<file path="src/rtl/bus_pkg.sv">
// -----------------------------------------------------------------------------
// bus_pkg
// Shared definitions for the bit-serial bus scheduler: FSM state encoding,
// slave-select codes, master/slave counts and the select-to-one-hot helper.
// -----------------------------------------------------------------------------
package bus_pkg;

    localparam int NUM_MASTERS = 2;
    localparam int NUM_SLAVES  = 3;

    // Scheduler states; the numeric values are exported on the debug port.
    typedef enum logic [2:0] {
        ST_IDLE       = 3'd0,
        ST_GRANT      = 3'd1,
        ST_DECODE     = 3'd2,
        ST_WAIT_SLAVE = 3'd3,
        ST_TRANSFER   = 3'd4,
        ST_ERROR      = 3'd5,
        ST_RELEASE    = 3'd6
    } state_t;

    // Two leading serial address bits select the target slave.
    localparam logic [1:0] SEL_S1  = 2'b00;
    localparam logic [1:0] SEL_S2  = 2'b01;
    localparam logic [1:0] SEL_S3  = 2'b10;
    localparam logic [1:0] SEL_BAD = 2'b11;

    // Map a select code to the one-hot slave vector; the illegal code maps to
    // no slave at all so it can never steer the slave-side mux.
    function automatic logic [NUM_SLAVES-1:0] sel_onehot(input logic [1:0] sel);
        logic [NUM_SLAVES-1:0] oh;
        case (sel)
            SEL_S1:  oh = 3'b001;
            SEL_S2:  oh = 3'b010;
            SEL_S3:  oh = 3'b100;
            default: oh = 3'b000;
        endcase
        return oh;
    endfunction

endpackage

</file>
<file path="src/rtl/rr_picker.sv">
// -----------------------------------------------------------------------------
// rr_picker
// Combinational two-requester round-robin picker. When both requesters are
// active the one that was not served last wins; a lone requester always wins.
// Ports:
//   req         in  2  request vector, bit0 = m1, bit1 = m2
//   last_served in  1  index of the master served last (0 = m1, 1 = m2)
//   pick        out 2  one-hot winner, zero when nobody requests
// -----------------------------------------------------------------------------
module rr_picker
    import bus_pkg::*;
(
    input  logic [NUM_MASTERS-1:0] req,
    input  logic                   last_served,
    output logic [NUM_MASTERS-1:0] pick
);

    // Winner selection with fairness only on a tie.
    always_comb begin
        pick = 2'b00;
        case (req)
            2'b01:   pick = 2'b01;
            2'b10:   pick = 2'b10;
            2'b11:   pick = last_served ? 2'b01 : 2'b10;
            default: pick = 2'b00;
        endcase
    end

endmodule

</file>
<file path="src/rtl/bus_scheduler.sv">
// -----------------------------------------------------------------------------
// bus_scheduler
// Cycle-level scheduler for a bit-serial bus shared by two masters and three
// slaves. Arbitrates round-robin, decodes the two leading serial address bits
// as a slave select, waits for the slave to be ready, then steers the bus
// multiplexers until the granted master drops its request. Slave timeouts and
// illegal selects raise a one-cycle bus_error pulse.
// Ports:
//   clk          in  1  system clock, rising edge
//   reset        in  1  asynchronous active-low reset
//   m_request    in  2  bus request per master (bit0 = m1)
//   m_addr       in  2  serial address bit per master
//   m_addr_valid in  2  serial address bit valid per master
//   s_ready      in  3  slave ready per slave (bit0 = s1)
//   s_valid_out  in  3  slave response bit valid per slave
//   grant        out 2  one-hot granted master (master-side mux)
//   m_available  out 2  bus-ready to each master, shifting allowed while high
//   slave_sel    out 3  one-hot routed slave (slave-side mux), TRANSFER only
//   bus_error    out 1  one-cycle error pulse
//   state        out 3  current FSM state for debug
// All outputs are registered.
// -----------------------------------------------------------------------------
module bus_scheduler
    import bus_pkg::*;
#(
    parameter int unsigned TIMEOUT  = 255,
    parameter int unsigned SEL_BITS = 2
)(
    input  logic                   clk,
    input  logic                   reset,
    input  logic [NUM_MASTERS-1:0] m_request,
    input  logic [NUM_MASTERS-1:0] m_addr,
    input  logic [NUM_MASTERS-1:0] m_addr_valid,
    input  logic [NUM_SLAVES-1:0]  s_ready,
    input  logic [NUM_SLAVES-1:0]  s_valid_out,
    output logic [NUM_MASTERS-1:0] grant,
    output logic [NUM_MASTERS-1:0] m_available,
    output logic [NUM_SLAVES-1:0]  slave_sel,
    output logic                   bus_error,
    output logic [2:0]             state
);

    localparam logic [7:0] TO_LIM = 8'(TIMEOUT);

    state_t                 state_r, state_s;
    logic                   owner_r, owner_s;          // granted master index
    logic                   last_served_r, last_served_s;
    logic [SEL_BITS-1:0]    sel_r, sel_s;              // select shift register
    logic                   bit_seen_r, bit_seen_s;    // first select bit taken
    logic [7:0]             cnt_r, cnt_s;              // no-progress counter

    logic [NUM_MASTERS-1:0] grant_r, grant_s;
    logic [NUM_MASTERS-1:0] avail_r, avail_s;
    logic [NUM_SLAVES-1:0]  slave_sel_r, slave_sel_s;
    logic                   bus_error_r, bus_error_s;

    logic [NUM_MASTERS-1:0] pick_s;
    logic                   req_g_s, addr_g_s, valid_g_s;
    logic [NUM_SLAVES-1:0]  target_oh_s;
    logic                   ready_t_s, vout_t_s;
    logic [7:0]             cnt_inc_s;
    logic [NUM_MASTERS-1:0] owner_oh_s;

    rr_picker u_rr_picker (
        .req         (m_request),
        .last_served (last_served_r),
        .pick        (pick_s)
    );

    // Only the granted master and the decoded slave can influence the FSM.
    assign req_g_s     = m_request[owner_r];
    assign addr_g_s    = m_addr[owner_r];
    assign valid_g_s   = m_addr_valid[owner_r];
    assign target_oh_s = sel_onehot(sel_r);
    assign ready_t_s   = |(s_ready & target_oh_s);
    assign vout_t_s    = |(s_valid_out & target_oh_s);
    // Saturating increment so the counter parks at the limit instead of wrapping.
    assign cnt_inc_s   = (cnt_r == TO_LIM) ? cnt_r : cnt_r + 8'd1;

    // Next-state, ownership, select shifter and timeout counter.
    always_comb begin
        state_s       = state_r;
        owner_s       = owner_r;
        last_served_s = last_served_r;
        sel_s         = sel_r;
        bit_seen_s    = bit_seen_r;
        cnt_s         = cnt_r;
        case (state_r)
            ST_IDLE: begin
                cnt_s      = 8'd0;
                sel_s      = {SEL_BITS{1'b0}};
                bit_seen_s = 1'b0;
                if (|m_request) begin
                    state_s = ST_GRANT;
                    owner_s = (pick_s == 2'b10);
                end else begin
                    state_s = ST_IDLE;
                end
            end
            ST_GRANT: begin
                if (!req_g_s) begin
                    state_s = ST_RELEASE;
                end else begin
                    state_s = ST_DECODE;
                end
            end
            ST_DECODE: begin
                if (!req_g_s) begin
                    state_s = ST_RELEASE;
                end else if (valid_g_s) begin
                    // MSB-first: the first bit ends up in the upper position.
                    sel_s = {sel_r[SEL_BITS-2:0], addr_g_s};
                    if (bit_seen_r) begin
                        bit_seen_s = 1'b0;
                        if (sel_s == SEL_BAD) begin
                            state_s = ST_ERROR;
                        end else begin
                            state_s = ST_WAIT_SLAVE;
                        end
                    end else begin
                        bit_seen_s = 1'b1;
                    end
                end else begin
                    state_s = ST_DECODE;
                end
            end
            ST_WAIT_SLAVE: begin
                if (!req_g_s) begin
                    state_s = ST_RELEASE;
                end else if (ready_t_s) begin
                    state_s = ST_TRANSFER;
                    cnt_s   = 8'd0;
                end else begin
                    cnt_s = cnt_inc_s;
                    if (cnt_inc_s == TO_LIM) begin
                        state_s = ST_ERROR;
                    end else begin
                        state_s = ST_WAIT_SLAVE;
                    end
                end
            end
            ST_TRANSFER: begin
                if (!req_g_s) begin
                    state_s = ST_RELEASE;
                end else if (valid_g_s || vout_t_s) begin
                    cnt_s = 8'd0;
                end else begin
                    cnt_s = cnt_inc_s;
                    if (cnt_inc_s == TO_LIM) begin
                        state_s = ST_ERROR;
                    end else begin
                        state_s = ST_TRANSFER;
                    end
                end
            end
            ST_ERROR: begin
                cnt_s   = 8'd0;
                state_s = ST_RELEASE;
            end
            ST_RELEASE: begin
                cnt_s         = 8'd0;
                last_served_s = owner_r;
                state_s       = ST_IDLE;
            end
            default: begin
                state_s = ST_IDLE;
            end
        endcase
    end

    // Output values are derived from the state being entered so that they
    // register in lock-step with it. The owner register keeps the master
    // identity through ERROR/RELEASE, but the grant output is already low there.
    always_comb begin
        grant_s     = 2'b00;
        avail_s     = 2'b00;
        slave_sel_s = 3'b000;
        bus_error_s = 1'b0;
        owner_oh_s  = owner_s ? 2'b10 : 2'b01;
        case (state_s)
            ST_GRANT: begin
                grant_s = owner_oh_s;
            end
            ST_DECODE: begin
                grant_s = owner_oh_s;
                avail_s = owner_oh_s;
            end
            ST_WAIT_SLAVE: begin
                grant_s = owner_oh_s;
            end
            ST_TRANSFER: begin
                grant_s     = owner_oh_s;
                avail_s     = owner_oh_s;
                slave_sel_s = sel_onehot(sel_s);
            end
            ST_ERROR: begin
                bus_error_s = 1'b1;
            end
            default: begin
                grant_s = 2'b00;
            end
        endcase
    end

    // State and datapath registers; last_served resets to m2 so m1 wins first.
    always_ff @(posedge clk or negedge reset) begin
        if (!reset) begin
            state_r       <= ST_IDLE;
            owner_r       <= 1'b0;
            last_served_r <= 1'b1;
            sel_r         <= {SEL_BITS{1'b0}};
            bit_seen_r    <= 1'b0;
            cnt_r         <= 8'd0;
        end else begin
            state_r       <= state_s;
            owner_r       <= owner_s;
            last_served_r <= last_served_s;
            sel_r         <= sel_s;
            bit_seen_r    <= bit_seen_s;
            cnt_r         <= cnt_s;
        end
    end

    // Output registers; cleared asynchronously so the muxes open at once on reset.
    always_ff @(posedge clk or negedge reset) begin
        if (!reset) begin
            grant_r     <= 2'b00;
            avail_r     <= 2'b00;
            slave_sel_r <= 3'b000;
            bus_error_r <= 1'b0;
        end else begin
            grant_r     <= grant_s;
            avail_r     <= avail_s;
            slave_sel_r <= slave_sel_s;
            bus_error_r <= bus_error_s;
        end
    end

    assign grant       = grant_r;
    assign m_available = avail_r;
    assign slave_sel   = slave_sel_r;
    assign bus_error   = bus_error_r;
    assign state       = state_r;

endmodule
</file>
<file path="config.mk">
export PLATFORM = sky130hd
export DESIGN_NAME = bus_scheduler
export DESIGN_NICKNAME = d
export VERILOG_FILES = /design/src/rtl/bus_pkg.sv /design/src/rtl/rr_picker.sv /design/src/rtl/bus_scheduler.sv
export SDC_FILE = /design/constraint.sdc
export NUM_CORES = 1
export LEC_CHECK = 0
export ABC_CLOCK_PERIOD_IN_PS = 2090
export CORE_UTILIZATION = 47
export DETAILED_ROUTE_END_ITERATION = 16
export PLACE_DENSITY = 0.85
export SLEW_MARGIN = 0
export SYNTH_ARGS = -nofsm -noshare
export SYNTH_HDL_FRONTEND = slang
export SYNTH_SLANG_ARGS = --single-unit
export TNS_END_PERCENT = 20
</file>
<file path="constraint.sdc">
create_clock -name clk -period 2.09 [get_ports clk]
set_input_delay 0.3135 -clock clk [delete_from_list [all_inputs] [get_ports clk]]
set_output_delay 0.3135 -clock clk [all_outputs]
set_load 0.005 [all_outputs]
</file>
==> impl_results.md, run 1 <==
* Antenna violations before repair at 0
* Iter 0 DRT Violations at between 60 and 70
* Cell internal pwr at 1680 uW
* Critical R2R Capture: m_available[0]
* Root buffer cell: clkbuf_4
* Top cell type's share of synthesized area at 0.398
* Combinational power share at 0.612
* Vias per inst at approximately 6.3
* Clock buffer depth at 2
* P_sw at roughly 1200 uW
* Die X at 57.5 um
* Post-route setup slack at -197 ps
* Routed WL at 4540 um
* Multi-input gate area at 935 um2
* Post-Syn Area at 1450 um2
* Clock latency at the later pin of the worst-skew pair at 340 ps
* I/O pin total at 25
* Nets at 223
* Max Clock Freq at 437 MHz
* Routed WL per cell at 19.1 um
* Status: complete, but fails checks
* DRC Markers at 1
* Slew @ Worst Pin at 611 ps
* GRT Util Overall at 0.261
* Num CTS Buffers at 3
* Worst R2R Start: cnt_r[1]
* Synth top area cells: dfrtp_1, a21oi_1, nand2_1
* First-pass GRT wire length at 6530 um
* Layout Area Growth over Synthesis at 47.3%
* Post-synth EDFFs at 0
* Ys flop type: dfrtp_1
* Finish-stage setup viols at 9
* Crit end category: flop
* Htree depth at 1
* Routability cong. at roughly 0.9
* Storage element area at 602 um2
* Peak supply drop at ~0.0011 V
* Unrepaired setup endpoints after global routing: yes
* Antenna-violating nets left at 0
* Layout cells sized above 1 at 0.309
* Post-Layout Cell Count at 238
* Number of buffers inserted by port buffering at 24
* Die area at 3310 um2
* Sw Ratio at 0.411
* GRT overflow at 0
* Count of cell types in the netlist at 51
* Post-route setup TNS at -1350 ps
* Critical setup path kind: reg -> reg
* Leak at 0.000887 uW
* Final Hold Fails at 0
* Max-slew violation count at 0
* Pre-CTS setup slack at -238 ps
* Placed cells at 228
* Post-synthesis sequential area ratio at 0.416
* Fraction of registers with async set/reset at 1.00
* Clock Skew at about 14 ps
* Final Cycle Share at 1.09
* Via Count at 1496
* Mapped Nets at 170
* CTS clock-pin slew for the worst setup and hold paths at 150 ps
* Violated checks: DRC, setup timing
* ANT cells at 0
* Seq pwr share at 0.265
* Final Critical Period at 2290 ps
* Synthesized instance count at 155
* CTS tree: built
* Core ar. at 2830 um2
* DRT Pass-1 Iters at 11
* Worst relative slew slack at 0.588
* Max_cap viols at 0
* Clock group share of total power at 0.123
* CTS Sinks at 24
* Slowest-stage cell, CP: dfrtp_1
* Final instance area at 2130 um2
* Post-DP Area at approximately 1900 um2
* CP startpoint kind: flop
* Syn Area/Cell at 9.34 um2
* Synth Register Bits at 24
* Final design utilization at 0.754
* Worst r2r path cells at 9
* Slowest stage delay, CP at 450 ps
* Die span in y at 57.5 um
* Pwr dens at approximately 1300 nW/um2
* Number of global-route vias before repair at 1421
* Crit-path max FO at 5
* Number of fill cells in the layout at 180
* Initial Util at 0.512
* Ys Warns at 0
* DP Wirelength at 2750 um
* Pin count of the biggest net entering global routing at 25
* Area leader, netlist: dfrtp_1
* Hold crit path type: in -> async
* Crit-path cells: ha_4 -> and3_4 -> nand3_4 -> a2bb2oi_4 -> nor4_4 -> a311o_2 -> buf_12 -> xnor2_4 -> nor3_2
* R2R setup slack at -200 ps
* WP data arrival at 2530 ps
* WP data required at roughly 2300 ps
* # rows at 19
## Yosys cell counts, types with 2 or more instances
cell / number
a21oi_1: 17
a2bb2oi_1: 2
a31oi_1: 2
a32o_1: 3
and3_1: 2
buf_2: 2
clkbuf_1: 3
dfrtp_1: 23
inv_1: 5
mux2_2: 3
mux2i_1: 5
nand2_1: 21
nand2b_1: 2
nand3_1: 8
nor2_1: 8
nor3_1: 4
nor3b_1: 3
nor4_1: 2
o21ai_0: 6
o21bai_1: 2
xnor2_1: 2
## cell families (layout without fill, tap and decap cells)
family                     after synthesis  after routing  share of synthesized area
and+or+nand+nor                         63             63                      0.247
AOI/OAI and AO/OA                       45             45                      0.216
DFF                                     24             24                      0.416
buffers and inverters                   11             63                     0.0328
muxes                                    9              9                     0.0674
xor gates and xnor gates                 2              2                     0.0121
adders and majority gates                1              1                    0.00864
## timing repair
item / 4_1_cts / 5_1_grt
hold buffers: 0 / 0
endpoints found under the setup margin: 10 / 17
pin swaps: 3 / 13
gates resized for setup: 3 / 18
buffers inserted: 1 / 5
gates cloned: 0 / 0
## stage by stage
step	total power (uW)	hold WS, ps
2_1_floorplan	1490	17.9
3_3_place_gp	1930	605
6_report	2850	303
3_5_place_dp	2010	621
5_1_grt	2980	359
4_1_cts	2430	322
## area by class of cell
class	count	share of cell area
Multi-Input combinational cell	120	0.438
Tap cell	31	0.0182
Clock inverter	1	0.0141
Sequential cell	24	0.282
Timing Repair Buffer	54	0.228
Inverter	5	0.00880
Clock buffer	3	0.0106
## worst max-delay path: cells and delay by family, from the launching register on
| family | cells | cell delay, ps |
|---|---|---|
| buffers and inverters | 1 | 140 |
| AND/OR/NAND/NOR | 4 | 800 |
| adder cells (fa/ha/maj) | 1 | 190 |
| XOR/XNOR | 1 | 120 |
| flip-flops | 1 | 450 |
| AO/OA/AOI/OAI | 2 | 500 |
## registers in the layout, indices dropped and copies added, names as in the netlist
name and count:
cnt_r 8, slave_sel 3, grant 2, m_available 2
owner_r 1, sel_r 2, bit_seen_r 1, state 3
last_served_r 1, bus_error 1
## power by group through the flow
stage                     clock network (uW)  logic (uW)  registers, uW
after floorplan                            0         801            689
after global placement                     0        1200            730
after detailed placement                   0        1270            743
after CTS                                350        1340            738
after global routing                     366        1850            769
final                                    350        1750            757
## layout by cell type (no fill, tap or decap), types with 2 or more instances in the layout
cell type        count
nand2_1             20
nor3b_2              3
o21ai_0              6
dfrtp_1             23
nand3_1              7
nor2_1               7
nor3_2               2
a32o_1               3
a21oi_1             17
clkdlybuf4s50_1     24
buf_6                2
mux2i_1              5
inv_1                4
and3_1               2
buf_4               27
clkbuf_4             3
nor4_4               2
nand2b_1             2
nor3_1               3
mux2_2               3
## worst max path at each step
stage | startpoint | endpoint | slack, ps | cells past startpoint
floorplan | cnt_r[0] | slave_sel[2] | -7 | 8
global placement | m_addr_valid[1] | m_available[1] | -160 | 8
detailed placement | m_addr_valid[1] | m_available[1] | -240 | 8
CTS | cnt_r[0] | m_available[0] | -50 | 10
global route | cnt_r[1] | m_available[0] | -240 | 9
finish | cnt_r[1] | m_available[0] | -200 | 9
## metal layers
| metal | track usage | wire, um |
|---|---|---|
| met4 | 0.108 | 195 |
| met3 | 0.0408 | 264 |
| met5 | 0 | 0 |
| met2 | 0.449 | 2260 |
| met1 | 0.326 | 1830 |
Note: power is estimated with default switching activity, not from simulation.
==> inputs of run 2 (changes only) <==
- SKIP_LAST_GASP: not set -> 1
==> run 2 against run 1 <==
The flow still finishes with violations (DRC, setup timing). Clock power about the same. Clock skew decreased by 3.1 ps. Count of clock-buffer cells in the layout stayed put. Maximum frequency is 0.40% lower. Critical path depth shrank 1. Total power decreased by 1.7%. Non-clock buffer count is the same. Combinational power is 3% lower. Largest cell class unchanged. Largest power group unchanged. Highest routed layer unchanged.
==> impl_results.md, run 2 (synthesized netlist as in run 1, its figures left out) <==
* Clock Skew at 11.2 ps
* R2R setup slack at -210 ps
* Num CTS Buffers at 3
* Antenna-violating nets left at 0
* Die area at between 3000 and 4000 um2
* Root buffer cell: clkbuf_4
* Clock latency at the later pin of the worst-skew pair at 340 ps
* Final Hold Fails at 0
* Critical R2R Capture: slave_sel[1]
* Worst r2r path cells at 8
* P_sw at 1140 uW
* Iter 0 DRT Violations at 66
* Seq pwr share at 0.269
* Routability cong. at about 0.88
* Slowest-stage cell, CP: dfrtp_1
* Worst relative slew slack at 0.585
* Crit-path max FO at 5
* Nets at 223
* # rows at 19
* Combinational power share at 0.606
* Slowest stage delay, CP at 450 ps
* Storage element area at ~600 um2
* Biggest register: cnt_r
* Cell internal pwr at 1660 uW
* Final Cycle Share at 1.10
* CP startpoint kind: flop
* Hold crit path type: in -> async
* GRT overflow at 0
* DP Wirelength at around 2700 um
* Final design utilization at 0.751
* First-pass GRT wire length at 6490 um
* Number of global-route vias before repair at 1420
* Max Clock Freq at ~440 MHz
* Worst R2R Start: cnt_r[1]
* Die X at 57.5 um
* Worst path bufs/invs at 0
* Unrepaired setup endpoints after global routing: yes
* WP data arrival at 2560 ps
* Antenna violations before repair at 0
* ANT cells at 0
* Post-route setup TNS at -1470 ps
* Most common cell after layout, fill and taps aside: buf_4
* Slew @ Worst Pin at around 620 ps
* CTS Sinks at 24
* WP data required at 2350 ps
* Crit-path cells: ha_4 -> and3_4 -> nand3_4 -> a2bb2oi_4 -> nor4_4 -> a311o_2 -> nand3b_4 -> nor3b_2
* Vias per inst at 6.35
* Post-DP Area at 1890 um2
* Initial Util at 0.512
* Most frequent cells in the layout: buf_4, clkdlybuf4s50_1, dfrtp_1, nand2_1, a21oi_1
* Die span in y at 57.5 um
* Clock buffer depth at 2
* Status: complete, but fails checks
* DRT Pass-1 Iters at 11
* Power consumption at 2800 uW
* Htree depth at 1
* Layout Area Growth over Synthesis at 46.8%
* Critical setup path kind: reg -> reg
* CTS clock-pin slew for the worst setup and hold paths at 150 ps
* Via Count at 1511
* Pwr dens at 1320 nW/um2
* Sw Ratio at 0.408
* Routed WL at about 4500 um
* Clock group share of total power at 0.125
* Layout cells sized above 1 at 0.309
* Pin count of the biggest net entering global routing at 25
* Post-route setup slack at -207 ps
* I/O pin total at 25
* CTS tree: built
* Worst path top cell family by delay: simple AND/OR/NAND/NOR gates
* Number of buffers inserted by port buffering at 24
* Peak supply drop at around 0.0011 V
* Final instance area at 2120 um2
* Max reg flops at 8
* Crit end category: flop
* Final Critical Period at 2300 ps
* Violated checks: DRC, setup timing
* Max-slew violation count at 0
* Placed cells at 228
* Number of fill cells in the layout at 180
* Finish-stage setup viols at 9
* Multi-input gate area at roughly 930 um2
* GRT Util Overall at 0.260
* Core ar. at 2830 um2
* Post-Layout Cell Count at 238
* Max_cap viols at 0
* Routed WL per cell at 18.8 um
* DRC Markers at 1
* Leak at about 0.00088 uW
## run 2: layout make-up
type / instances / share of cell area
repair buffers: 54 / 0.225
multi-input cells: 120 / 0.440
well taps: 31 / 0.0183
flip-flops and latches: 24 / 0.283
inverters: 5 / 0.00883
clock buffers: 3 / 0.0106
clock inverters: 1 / 0.0141
## run 2: per-stage QoR
step	hold WS, ps	setup WS, ps
global placement	605	-160
floorplan	17.9	-7.42
global route	357	-259
finish	309	-207
detailed placement	621	-238
CTS	322	-48.3
## run 2: metal layers
metal | track usage | vias to the layer above | part of all wire | wire (um)
met5 | 0 | - | 0 | 0
met4 | 0.115 | 0 | 0.036 | 162
met3 | 0.0431 | 17 | 0.064 | 284
met2 | 0.445 | 70 | 0.49 | 2200
met1 | 0.320 | 745 | 0.41 | 1820
li1 | - | 679 | - | -
## run 2: worst max-delay path by stage
stage | endpoint | cells after the start | start
after floorplan | slave_sel[2] | 8 | cnt_r[0]
after global placement | m_available[1] | 8 | m_addr_valid[1]
after detailed placement | m_available[1] | 8 | m_addr_valid[1]
after CTS | m_available[0] | 10 | cnt_r[0]
after global routing | grant[1] | 9 | cnt_r[1]
final | slave_sel[1] | 8 | cnt_r[1]
## run 2: worst register-to-register path: stages, from the launching register on
cell       delay [ps]
dfrtp_1           450
ha_4              190
and3_4            240
nand3_4           100
a2bb2oi_4         160
nor4_4            410
a311o_2           340
nand3b_4          130
nor3b_2           220
## run 2: power groups by stage
stage	clock (uW)	combinational (uW)	sequential [uW]
after floorplan	0	801	689
after global placement	0	1200	730
after detailed placement	0	1270	743
after CTS	350	1330	738
after global routing	366	1810	769
final	350	1700	755
## run 2: repair_timing
item | CTS | global route
buffers inserted | 1 | 5
hold buffers | 0 | 0
setup endpoints to repair | 10 | 17
pin swaps | 3 | 11
hold endpoints to repair | 0 | 0
resized for setup | 2 | 17
